$ cat config.mk
export PLATFORM = sky130hd
export DESIGN_NAME = vit_enc_flat
export DESIGN_NICKNAME = d
export VERILOG_FILES = /design/src/rtl/vit_enc_pkg.sv /design/src/rtl/vit_enc_if.sv /design/src/rtl/vit_enc_core.sv /design/src/rtl/vit_enc.sv /design/src/flat_wrapper.sv
export SDC_FILE = /design/constraint.sdc
export NUM_CORES = 1
export LEC_CHECK = 0
export BUFFER_PORTS_ARGS = -buffer_cell sky130_fd_sc_hd__buf_2
export CAP_MARGIN = 20
export CORE_MARGIN = 3
export CORE_UTILIZATION = 54
export CTS_CLUSTER_SIZE = 25
export DETAILED_ROUTE_END_ITERATION = 8
export GPL_ROUTABILITY_DRIVEN = 1
export PLACE_DENSITY = 0.92
export SLEW_MARGIN = 25
export SYNTH_ARGS = -nofsm -noshare
export SYNTH_HDL_FRONTEND = slang
export SYNTH_SLANG_ARGS = --single-unit
$ cat constraint.sdc
create_clock -name iclk -period 3.65 [get_ports iclk]
set_clock_uncertainty 0.2 [all_clocks]
set_input_delay 0.73 -clock iclk [delete_from_list [all_inputs] [get_ports iclk]]
set_output_delay 0.73 -clock iclk [all_outputs]
set_load 0.1 [all_outputs]
$ cat src/rtl/vit_enc_pkg.sv
// Shared trellis definition for the convolutional encoder and the Viterbi decoder.
// Both ends import this package, so they agree on K, the generators and the tail length.
package vit_enc_pkg;

    localparam int pCONSTR_LENGTH = 3;
    localparam int pCODE_GEN_NUM  = 2;
    localparam int pTAG_W         = 4;

    // Bit K-1 taps the current input, bit 0 taps the oldest state bit.
    localparam int pCODE_GEN [pCODE_GEN_NUM] = '{6, 7};

    localparam int STATE_NUM = 2 ** (pCONSTR_LENGTH - 1);
    localparam int STATE_W   = $clog2(STATE_NUM);
    localparam int TAIL_LEN  = pCONSTR_LENGTH - 1;
    localparam int TCNT_W    = $clog2(pCONSTR_LENGTH);

    typedef logic [pTAG_W-1:0]         tag_t;
    typedef logic [pCODE_GEN_NUM-1:0]  boutputs_t;
    typedef logic [STATE_W-1:0]        state_t;
    typedef logic [pCONSTR_LENGTH-1:0] treg_t;
    typedef logic [TCNT_W-1:0]         tcnt_t;

    typedef enum logic [1:0] {
        ST_IDLE,
        ST_DATA,
        ST_TAIL
    } fsm_t;

    // Coded symbol for input u leaving state s; generators wider than K are truncated.
    function automatic boutputs_t trellis_out(input logic u, input state_t s);
        treg_t     r;
        boutputs_t o;
        r = {u, s};
        o = '0;
        for (int g = 0; g < pCODE_GEN_NUM; g++) begin
            o[g] = ^(r & treg_t'(pCODE_GEN[g]));
        end
        return o;
    endfunction

    function automatic state_t trellis_next(input logic u, input state_t s);
        treg_t r;
        r = {u, s};
        return state_t'(r >> 1);
    endfunction

endpackage

$ cat src/rtl/vit_enc_if.sv
// Frame-stream bus between the bit source and the encoder, plus the coded-symbol output.
// With VIT_ENC_ERR_INJECT_EN defined, the bus also carries ierr_mask.
interface vit_enc_if;
    import vit_enc_pkg::*;

    logic      isop;
    logic      ival;
    logic      ieop;
    tag_t      itag;
    logic      idat;
`ifdef VIT_ENC_ERR_INJECT_EN
    boutputs_t ierr_mask;
`endif
    logic      ordy;
    logic      osop;
    logic      oval;
    logic      oeop;
    tag_t      otag;
    boutputs_t odat;

    modport slave (
        input  isop, ival, ieop, itag, idat,
`ifdef VIT_ENC_ERR_INJECT_EN
        input  ierr_mask,
`endif
        output ordy, osop, oval, oeop, otag, odat
    );

    modport master (
        output isop, ival, ieop, itag, idat,
`ifdef VIT_ENC_ERR_INJECT_EN
        output ierr_mask,
`endif
        input  ordy, osop, oval, oeop, otag, odat
    );

endinterface

$ cat src/rtl/vit_enc_core.sv
// Shift register plus generator XOR tree; one coded symbol registered per step.
// The XOR mask only perturbs the output symbol, never the trellis state.
module vit_enc_core
    import vit_enc_pkg::*;
(
    input  logic      iclk,
    input  logic      ireset,
    input  logic      iclkena,
    input  logic      istep,
    input  logic      iclear,
    input  logic      iu,
    input  boutputs_t imask,
    output boutputs_t odat
);

    state_t    state_q, state_d, state_cur;
    boutputs_t odat_q, odat_d;

    // NOTE: every combinational output gets a default first, so no path leaves it unassigned (no latch).
    always_comb begin
        state_cur = iclear ? '0 : state_q;
        state_d   = state_q;
        odat_d    = odat_q;
        if (istep) begin
            odat_d  = trellis_out(iu, state_cur) ^ imask;
            state_d = trellis_next(iu, state_cur);
        end
    end

    // NOTE: state registers use non-blocking assignments so all flops update together at the edge.
    always_ff @(posedge iclk or posedge ireset) begin
        if (ireset) begin
            state_q <= '0;
            odat_q  <= '0;
        end else if (iclkena) begin
            state_q <= state_d;
            odat_q  <= odat_d;
        end
    end

    assign odat = odat_q;

endmodule

$ cat src/rtl/vit_enc.sv
// Terminated-trellis convolutional encoder: frame FSM, tail counter and tag in front of vit_enc_core.
// Optional VIT_ENC_ERR_INJECT_EN XORs bus.ierr_mask into every valid output symbol.
module vit_enc
    import vit_enc_pkg::*;
(
    input  logic     iclk,
    input  logic     ireset,
    input  logic     iclkena,
    vit_enc_if.slave bus
);

    fsm_t      fsm_q;
    tcnt_t     tcnt_q;
    tag_t      otag_q;
    logic      ordy_q;
    logic      osop_q;
    logic      oval_q;
    logic      oeop_q;

    logic      accept;
    logic      step;
    logic      clear;
    logic      u_bit;
    boutputs_t mask;
    boutputs_t core_dat;

`ifdef VIT_ENC_ERR_INJECT_EN
    assign mask = bus.ierr_mask;
`else
    assign mask = '0;
`endif

    assign accept = bus.ival & ordy_q;

    // Tail steps feed zeros regardless of ival; a start of frame clears the state before encoding.
    always_comb begin
        step  = 1'b0;
        clear = 1'b0;
        u_bit = 1'b0;
        unique case (fsm_q)
            ST_IDLE: begin
                if (accept && bus.isop) begin
                    step  = 1'b1;
                    clear = 1'b1;
                    u_bit = bus.idat;
                end
            end
            ST_DATA: begin
                if (accept) begin
                    step  = 1'b1;
                    clear = bus.isop;
                    u_bit = bus.idat;
                end
            end
            ST_TAIL: begin
                step = 1'b1;
            end
            default: ;
        endcase
    end

    always_ff @(posedge iclk or posedge ireset) begin
        if (ireset) begin
            fsm_q  <= ST_IDLE;
            tcnt_q <= '0;
            otag_q <= '0;
            ordy_q <= 1'b1;
            osop_q <= 1'b0;
            oval_q <= 1'b0;
            oeop_q <= 1'b0;
        end else if (iclkena) begin
            osop_q <= step & clear;
            oval_q <= step;
            oeop_q <= 1'b0;
            if (step && clear) begin
                otag_q <= bus.itag;
            end
            unique case (fsm_q)
                ST_IDLE, ST_DATA: begin
                    if (step) begin
                        if (bus.ieop) begin
                            fsm_q  <= ST_TAIL;
                            tcnt_q <= tcnt_t'(TAIL_LEN - 1);
                            ordy_q <= 1'b0;
                        end else begin
                            fsm_q <= ST_DATA;
                        end
                    end
                end
                ST_TAIL: begin
                    if (tcnt_q == '0) begin
                        oeop_q <= 1'b1;
                        fsm_q  <= ST_IDLE;
                        ordy_q <= 1'b1;
                    end else begin
                        tcnt_q <= tcnt_q - 1'b1;
                    end
                end
                default: fsm_q <= ST_IDLE;
            endcase
        end
    end

    vit_enc_core u_core (
        .iclk    (iclk),
        .ireset  (ireset),
        .iclkena (iclkena),
        .istep   (step),
        .iclear  (clear),
        .iu      (u_bit),
        .imask   (mask),
        .odat    (core_dat)
    );

    assign bus.ordy = ordy_q;
    assign bus.osop = osop_q;
    assign bus.oval = oval_q;
    assign bus.oeop = oeop_q;
    assign bus.otag = otag_q;
    assign bus.odat = core_dat;

endmodule
$ cat src/flat_wrapper.sv
// flat-port wrapper written by rule: the top's interface ports become plain ports
module vit_enc_flat import vit_enc_pkg::*;
  (iclk, ireset, iclkena, bus_isop, bus_ival, bus_ieop, bus_itag, bus_idat, bus_ordy, bus_osop, bus_oval, bus_oeop, bus_otag, bus_odat);
  vit_enc_if bus_i ();
  input  logic iclk;
  input  logic ireset;
  input  logic iclkena;
  input wire logic [$bits(bus_i.isop)-1:0] bus_isop;
  input wire logic [$bits(bus_i.ival)-1:0] bus_ival;
  input wire logic [$bits(bus_i.ieop)-1:0] bus_ieop;
  input wire logic [$bits(bus_i.itag)-1:0] bus_itag;
  input wire logic [$bits(bus_i.idat)-1:0] bus_idat;
  output wire logic [$bits(bus_i.ordy)-1:0] bus_ordy;
  output wire logic [$bits(bus_i.osop)-1:0] bus_osop;
  output wire logic [$bits(bus_i.oval)-1:0] bus_oval;
  output wire logic [$bits(bus_i.oeop)-1:0] bus_oeop;
  output wire logic [$bits(bus_i.otag)-1:0] bus_otag;
  output wire logic [$bits(bus_i.odat)-1:0] bus_odat;
  assign bus_i.isop = bus_isop;
  assign bus_i.ival = bus_ival;
  assign bus_i.ieop = bus_ieop;
  assign bus_i.itag = bus_itag;
  assign bus_i.idat = bus_idat;
  assign bus_ordy = bus_i.ordy;
  assign bus_osop = bus_i.osop;
  assign bus_oval = bus_i.oval;
  assign bus_oeop = bus_i.oeop;
  assign bus_otag = bus_i.otag;
  assign bus_odat = bus_i.odat;
  vit_enc u_core (.iclk(iclk), .ireset(ireset), .iclkena(iclkena), .bus(bus_i));
endmodule
Yosys cells after proc, flatten, opt, wreduce, memory -nomap -nowiden

Index checks and enable logic that the tools add are counted.

Input port bits: 11
Output and inout port bits: 10
Flip-flop bits (word level): 16
Logic and storage cells: 54

Eq/ne operators: 6
Reduce and logical (&&, ||, !) cells: 13
Bitwise gates (word level): 2
Multiplexer cells: 23
Add/subtract/negate cells: 1

Operators by type and width:

| cell                                                  | count |
|---|---|
| 2-to-1 mux 2 bit                                      | 7 |
| 2-to-1 mux 1 bit                                      | 10 |
| AND reduction 5 bit                                   | 2 |
| one-hot mux 2 bit (2 select lines)                    | 2 |
| one-hot mux 1 bit (2 select lines)                    | 3 |
| XOR reduction 3 bit                                   | 2 |
| zero test 2 bit                                       | 2 |
| inequality test 2 x 1 -> 1 bit, second input constant | 2 |
| inequality test 2 bit, second input constant          | 2 |
| AND reduction 2 bit                                   | 2 |
| one-hot mux 1 bit (3 select lines)                    | 1 |
| AND reduction 3 bit                                   | 1 |
| bitwise AND 1 bit                                     | 2 |
| equality test 2 x 1 -> 1 bit, second input constant   | 1 |
| equality test 2 bit, second input constant            | 1 |
| logical AND 1 bit                                     | 2 |
| nonzero test 2 bit                                    | 1 |
| OR reduction 2 bit                                    | 1 |
| subtractor 2 x 1 -> 2 bit, second input constant      | 1 |

Depth between registers and ports, before layout

Depth in word-level cells: 6
Depth in mapped cells: 6
Depth with buffers taken out: 6

Hierarchy

A second synthesis with hierarchy kept.

Cells, all modules: 73
Area total of the unflattened synthesis: 782.0 um^2

Modules (own cells, without submodules):

| module       | area each (um^2) | times used | cells an instance | seq. area each (um^2) |
|---|---|---|---|---|
| vit_enc      | 576.8            | 1          | 54                | 301.5 |
| vit_enc_core | 205.2            | 1          | 19                | 100.1 |

Worst setup path after synthesis

Ideal clock, no wire load.

Path type: register -> register
Start: register u_core.ordy_q (netlist: u_core.bus.ordy)
End: register u_core.otag_q[0] (netlist: u_core.bus.otag[0])
Cell stages (with the launch flop): 4
Clock period less this slack: 1,952 ps
Data required time: 3,322 ps
Data arrival time: 1,624 ps
Buffers on the path: 0
Path slack: 1,698 ps
Library setup time: 128 ps
Cells stage by stage: dfstp_2 -> and3b_2 -> nand3_2 -> mux2_1

Word-level cells in the longest chain between the ends: 6
Elaborated cells between the ends (all ways): 9
Those cells by class: mux: 5; bitwise: 1; reduce/logical: 3

Ends and longest elaborated chain:

| element                                                                                         | line          | source |
|---|---|---|
| from (decl)                                                                                     | vit_enc.sv:15 | `logic ordy_q;` |
| from (signal assigned)                                                                          | vit_enc.sv:67 | `ordy_q <= 1'b1;` |
| from (signal assigned)                                                                          | vit_enc.sv:84 | `ordy_q <= 1'b0;` |
| from (signal assigned)                                                                          | vit_enc.sv:94 | `ordy_q <= 1'b1;` |
| bitwise AND 1 bit *                                                                             | vit_enc.sv:33 | `assign accept = bus.ival & ordy_q;` |
| logical AND 1 bit                                                                               | vit_enc.sv:42 | `if (accept && bus.isop) begin` |
| 2-to-1 mux 1 bit                                                                                | vit_enc.sv:42 |  |
| one-hot mux 1 bit (3 select lines) / one-hot mux 1 bit (2 select lines) (equally long branches) | vit_enc.sv:40 | `unique case (fsm_q)` |
| logical AND 1 bit *                                                                             | vit_enc.sv:75 | `if (step && clear) begin` |
| AND reduction 2 bit (no line) *                                                                 | -             |  |
| to (signal assigned)                                                                            | vit_enc.sv:76 | `otag_q <= bus.itag;` |
| to (decl)                                                                                       | vit_enc.sv:14 | `tag_t otag_q;` |

Mark *: on every way between the ends. The rest lies on a longest branch, timed or not.
A chain may end at the register's enable or synchronous reset.

Worst setup path in the final report

Start: register u_core.ordy_q (netlist: u_core.bus.ordy)
End: output bus_ordy

RTL lines:

| element   | line               | source |
|---|---|---|
| to (decl) | flat_wrapper.sv:13 | `output wire logic [$bits(bus_i.ordy)-1:0] bus_ordy;` |

No word-level cell between the ends.

==> impl_metrics.env <==
export IMPL_cts_tree="built"
export IMPL_dp_hpwl_um=1197
export IMPL_power_density_nw_per_um2=327.9
export IMPL_grt_overflow=0
export IMPL_core_um2=1350
export IMPL_drt_total_wl_um=1627
export IMPL_rsz0062_at_grt="false"
export IMPL_multi_input_comb_area_um2=365.4
export IMPL_finalSetupViolCount=0
export IMPL_globalplace_congestion=0.7792
export IMPL_cts_max_level=1
export IMPL_yosys_warnings=0
export IMPL_ir_worst_vdd_mv=0.2627
export IMPL_die_x_um=44.54
export IMPL_clock_sinks=16
export IMPL_fill_cells=107
export IMPL_path_class="reg2out"
export IMPL_area_delta_synth_final_pct=18.25
export IMPL_outcome="complete, no violations"
export IMPL_fmaxAchievable_mhz=442.1
export IMPL_hold_buffers=0
export IMPL_setup_tns_ps=0
export IMPL_mostFrequentLayoutCell="buf_2"
export IMPL_root_buffer="clkbuf_4"
export IMPL_via_per_inst=5.865
export IMPL_path_buf_inv=1
export IMPL_cp_slowest_cell="dfstp_2"
export IMPL_power_frac_clock_pct=38.2
export IMPL_cp_arrival_ps=1330
export IMPL_yosys_cell_types_count=30
export IMPL_hp_class="in2async"
export IMPL_clk_latency_ps=300
export IMPL_critPathMaxStageDelay_ps=590
export IMPL_antenna_left=0
export IMPL_diodes=0
export IMPL_period_share_pct=61.96
export IMPL_cp_required_ps=2720
export IMPL_cts_resized=0
export IMPL_ys_ff_latch=16
export IMPL_vias=651
export IMPL_avgSynthCellArea_um2=10.84
export IMPL_leakagePower_uw=0.0005080
export IMPL_drive_gt1_share_pct=35.42
export IMPL_syn_cell_area_um2=802.0
export IMPL_min_period_ps=2262
export IMPL_p_sw_uw=67.85
export IMPL_grt_max_degree=17
export IMPL_syn_inst=74
export IMPL_first_pass_iters=4
export IMPL_start_util_pct=59.41
export IMPL_p_int_uw=243.2
export IMPL_rows=13
export IMPL_cp_top_family="flip-flops"
export IMPL_drc=0
export IMPL_die_area_um2=1984
export IMPL_drt_iter0_drc=24
export IMPL_drv_slew=0
export IMPL_cp_start_kind="flip-flop"
export IMPL_ios=21
export IMPL_final_seq_area_um2=401.6
export IMPL_tightest_slew_ps=593.9
export IMPL_endpoint_kind="primary output"
export IMPL_fin_nets=109
export IMPL_crit_path_cell_trace="buf_2"
export IMPL_slew_headroom_pct=60.36
export IMPL_cts_reportedPaths_clkPinSlew_ps=100
export IMPL_cts_buffers=3
export IMPL_port_buffers=20
export IMPL_drv_cap=0
export IMPL_p_total_uw=311.0
export IMPL_cp_max_fo=6
export IMPL_final_cell_mix="20 x buf_2, 15 x dfrtp_1, 9 x nand2_1"
export IMPL_ctsLongestPathBuffers=2
export IMPL_hold_viol=0
export IMPL_grt_first_pass_wirelength_um=2670
export IMPL_power_share_combinational_pct=4.8
export IMPL_ys_seq_area_share_pct=50.08
export IMPL_p_seq_share_pct=57.0
export IMPL_antenna_found_initial=0
export IMPL_die_h_um=44.54
export IMPL_cts_setup_buffers=0
export IMPL_synth_nets=86
export IMPL_netSwitchingFraction_pct=21.82
export IMPL_grt_pass1_vias=613
export IMPL_grt_usage_pct=18.89
export IMPL_wire_per_inst_um=14.66
## path summary, 6_finish.rpt
| path | start | end | slack, ps | cells past startpoint |
|---|---|---|---|---|
| min | ireset | u_core.bus.otag[2] | 280 | 2 |
| max reg2reg | u_core.fsm_q[1] | u_core.bus.otag[3] | 1940 | 3 |
| min in group iclk | u_core.bus.otag[1] | u_core.bus.otag[1] | 290 | 1 |
| max | u_core.bus.ordy | bus_ordy | 1390 | 1 |
| min reg2reg | u_core.bus.otag[1] | u_core.bus.otag[1] | 290 | 1 |
| max in group asynchronous | ireset | u_core.bus.osop | 2570 | 2 |
## cell type report
class / instances / area share (%)
inverters: 7 / 2.770
clock buffers: 4 / 3.826
well taps: 15 / 1.979
repair buffers: 20 / 10.55
flip-flops and latches: 16 / 42.35
multi-input cells: 49 / 38.52
## kinds of logic (layout without fill, tap and decap cells)
logic type	count (synthesis)	count (layout)	share of synthesized area, %
buffers and inverters	9	31	4.368
muxes	7	7	10.14
adders and majority gates	1	1	1.560
AOI/OAI and AO/OA	20	20	19.34
xor gates and xnor gates	2	2	2.184
DFF	16	16	50.08
and+or+nand+nor	19	19	12.32
## power by group through the flow
stage | Sequential (uW) | Clock (uW) | Combinational (uW)
finish | 177 | 119 | 15.1
floorplan | 181 | 0 | 6.24
global placement | 181 | 0 | 14.2
global route | 177 | 130 | 16.5
detailed placement | 181 | 0 | 15.0
CTS | 177 | 121 | 15.1
## sequential cells by signal, summed over array words and instances, names as in the netlist
| name | cells |
|---|---|
| u_core.bus.oeop | 1 |
| u_core.bus.osop | 1 |
| u_core.bus.oval | 1 |
| u_core.bus.otag | 4 |
| u_core.bus.ordy | 1 |
| u_core.tcnt_q | 2 |
| u_core.u_core.state_q | 2 |
| u_core.fsm_q | 2 |
| u_core.u_core.odat | 2 |
## synth_stat cells (all sizes together)
cell    number  area share [%]
dfrtp       15              47
nand2        9             4.2
o21ai        9             6.6
inv          7             3.3
mux2         6             8.9
nand3        3             2.5
a21boi       2             1.9
a31oi        2             1.6
nand2b       2             1.6
nor2         2            0.94
o211a        2             4.4
o211ai       2             2.5
xnor2        2             2.2
a21oi        1            0.62
a22o         1             1.1
and3b        1             1.2
and4b        1             1.2
buf          1            0.62
clkbuf       1            0.47
dfstp        1             3.3
ha           1             1.6
mux2i        1             1.2
nor3         1            0.62
o22ai        1            0.78
## metrics by stage
stage | worst slack [ps] | hold WS, ps | cells | instance area [um^2] | util [%]
after floorplan | 1698 | 264.1 | 74 | 802.0 | -
after global placement | 1731 | 268.4 | 107 | 912.1 | 67.56
after detailed placement | 1698 | 276.1 | 107 | 912.1 | 67.56
after CTS | 1396 | 293.9 | 111 | 948.4 | 70.25
after global routing | 1351 | 313.3 | 111 | 948.4 | 70.25
final | 1388 | 278.1 | 111 | 948.4 | 70.25
## layer usage
layer	vias up	GRT usage, %	part of all wire (%)
li1	303	-	-
met3	5	2.439	6.3
met4	0	12.65	2.6
met2	26	31.52	49
met1	317	22.31	42
met5	-	0	0
Power figures use the tool's default switching activity.
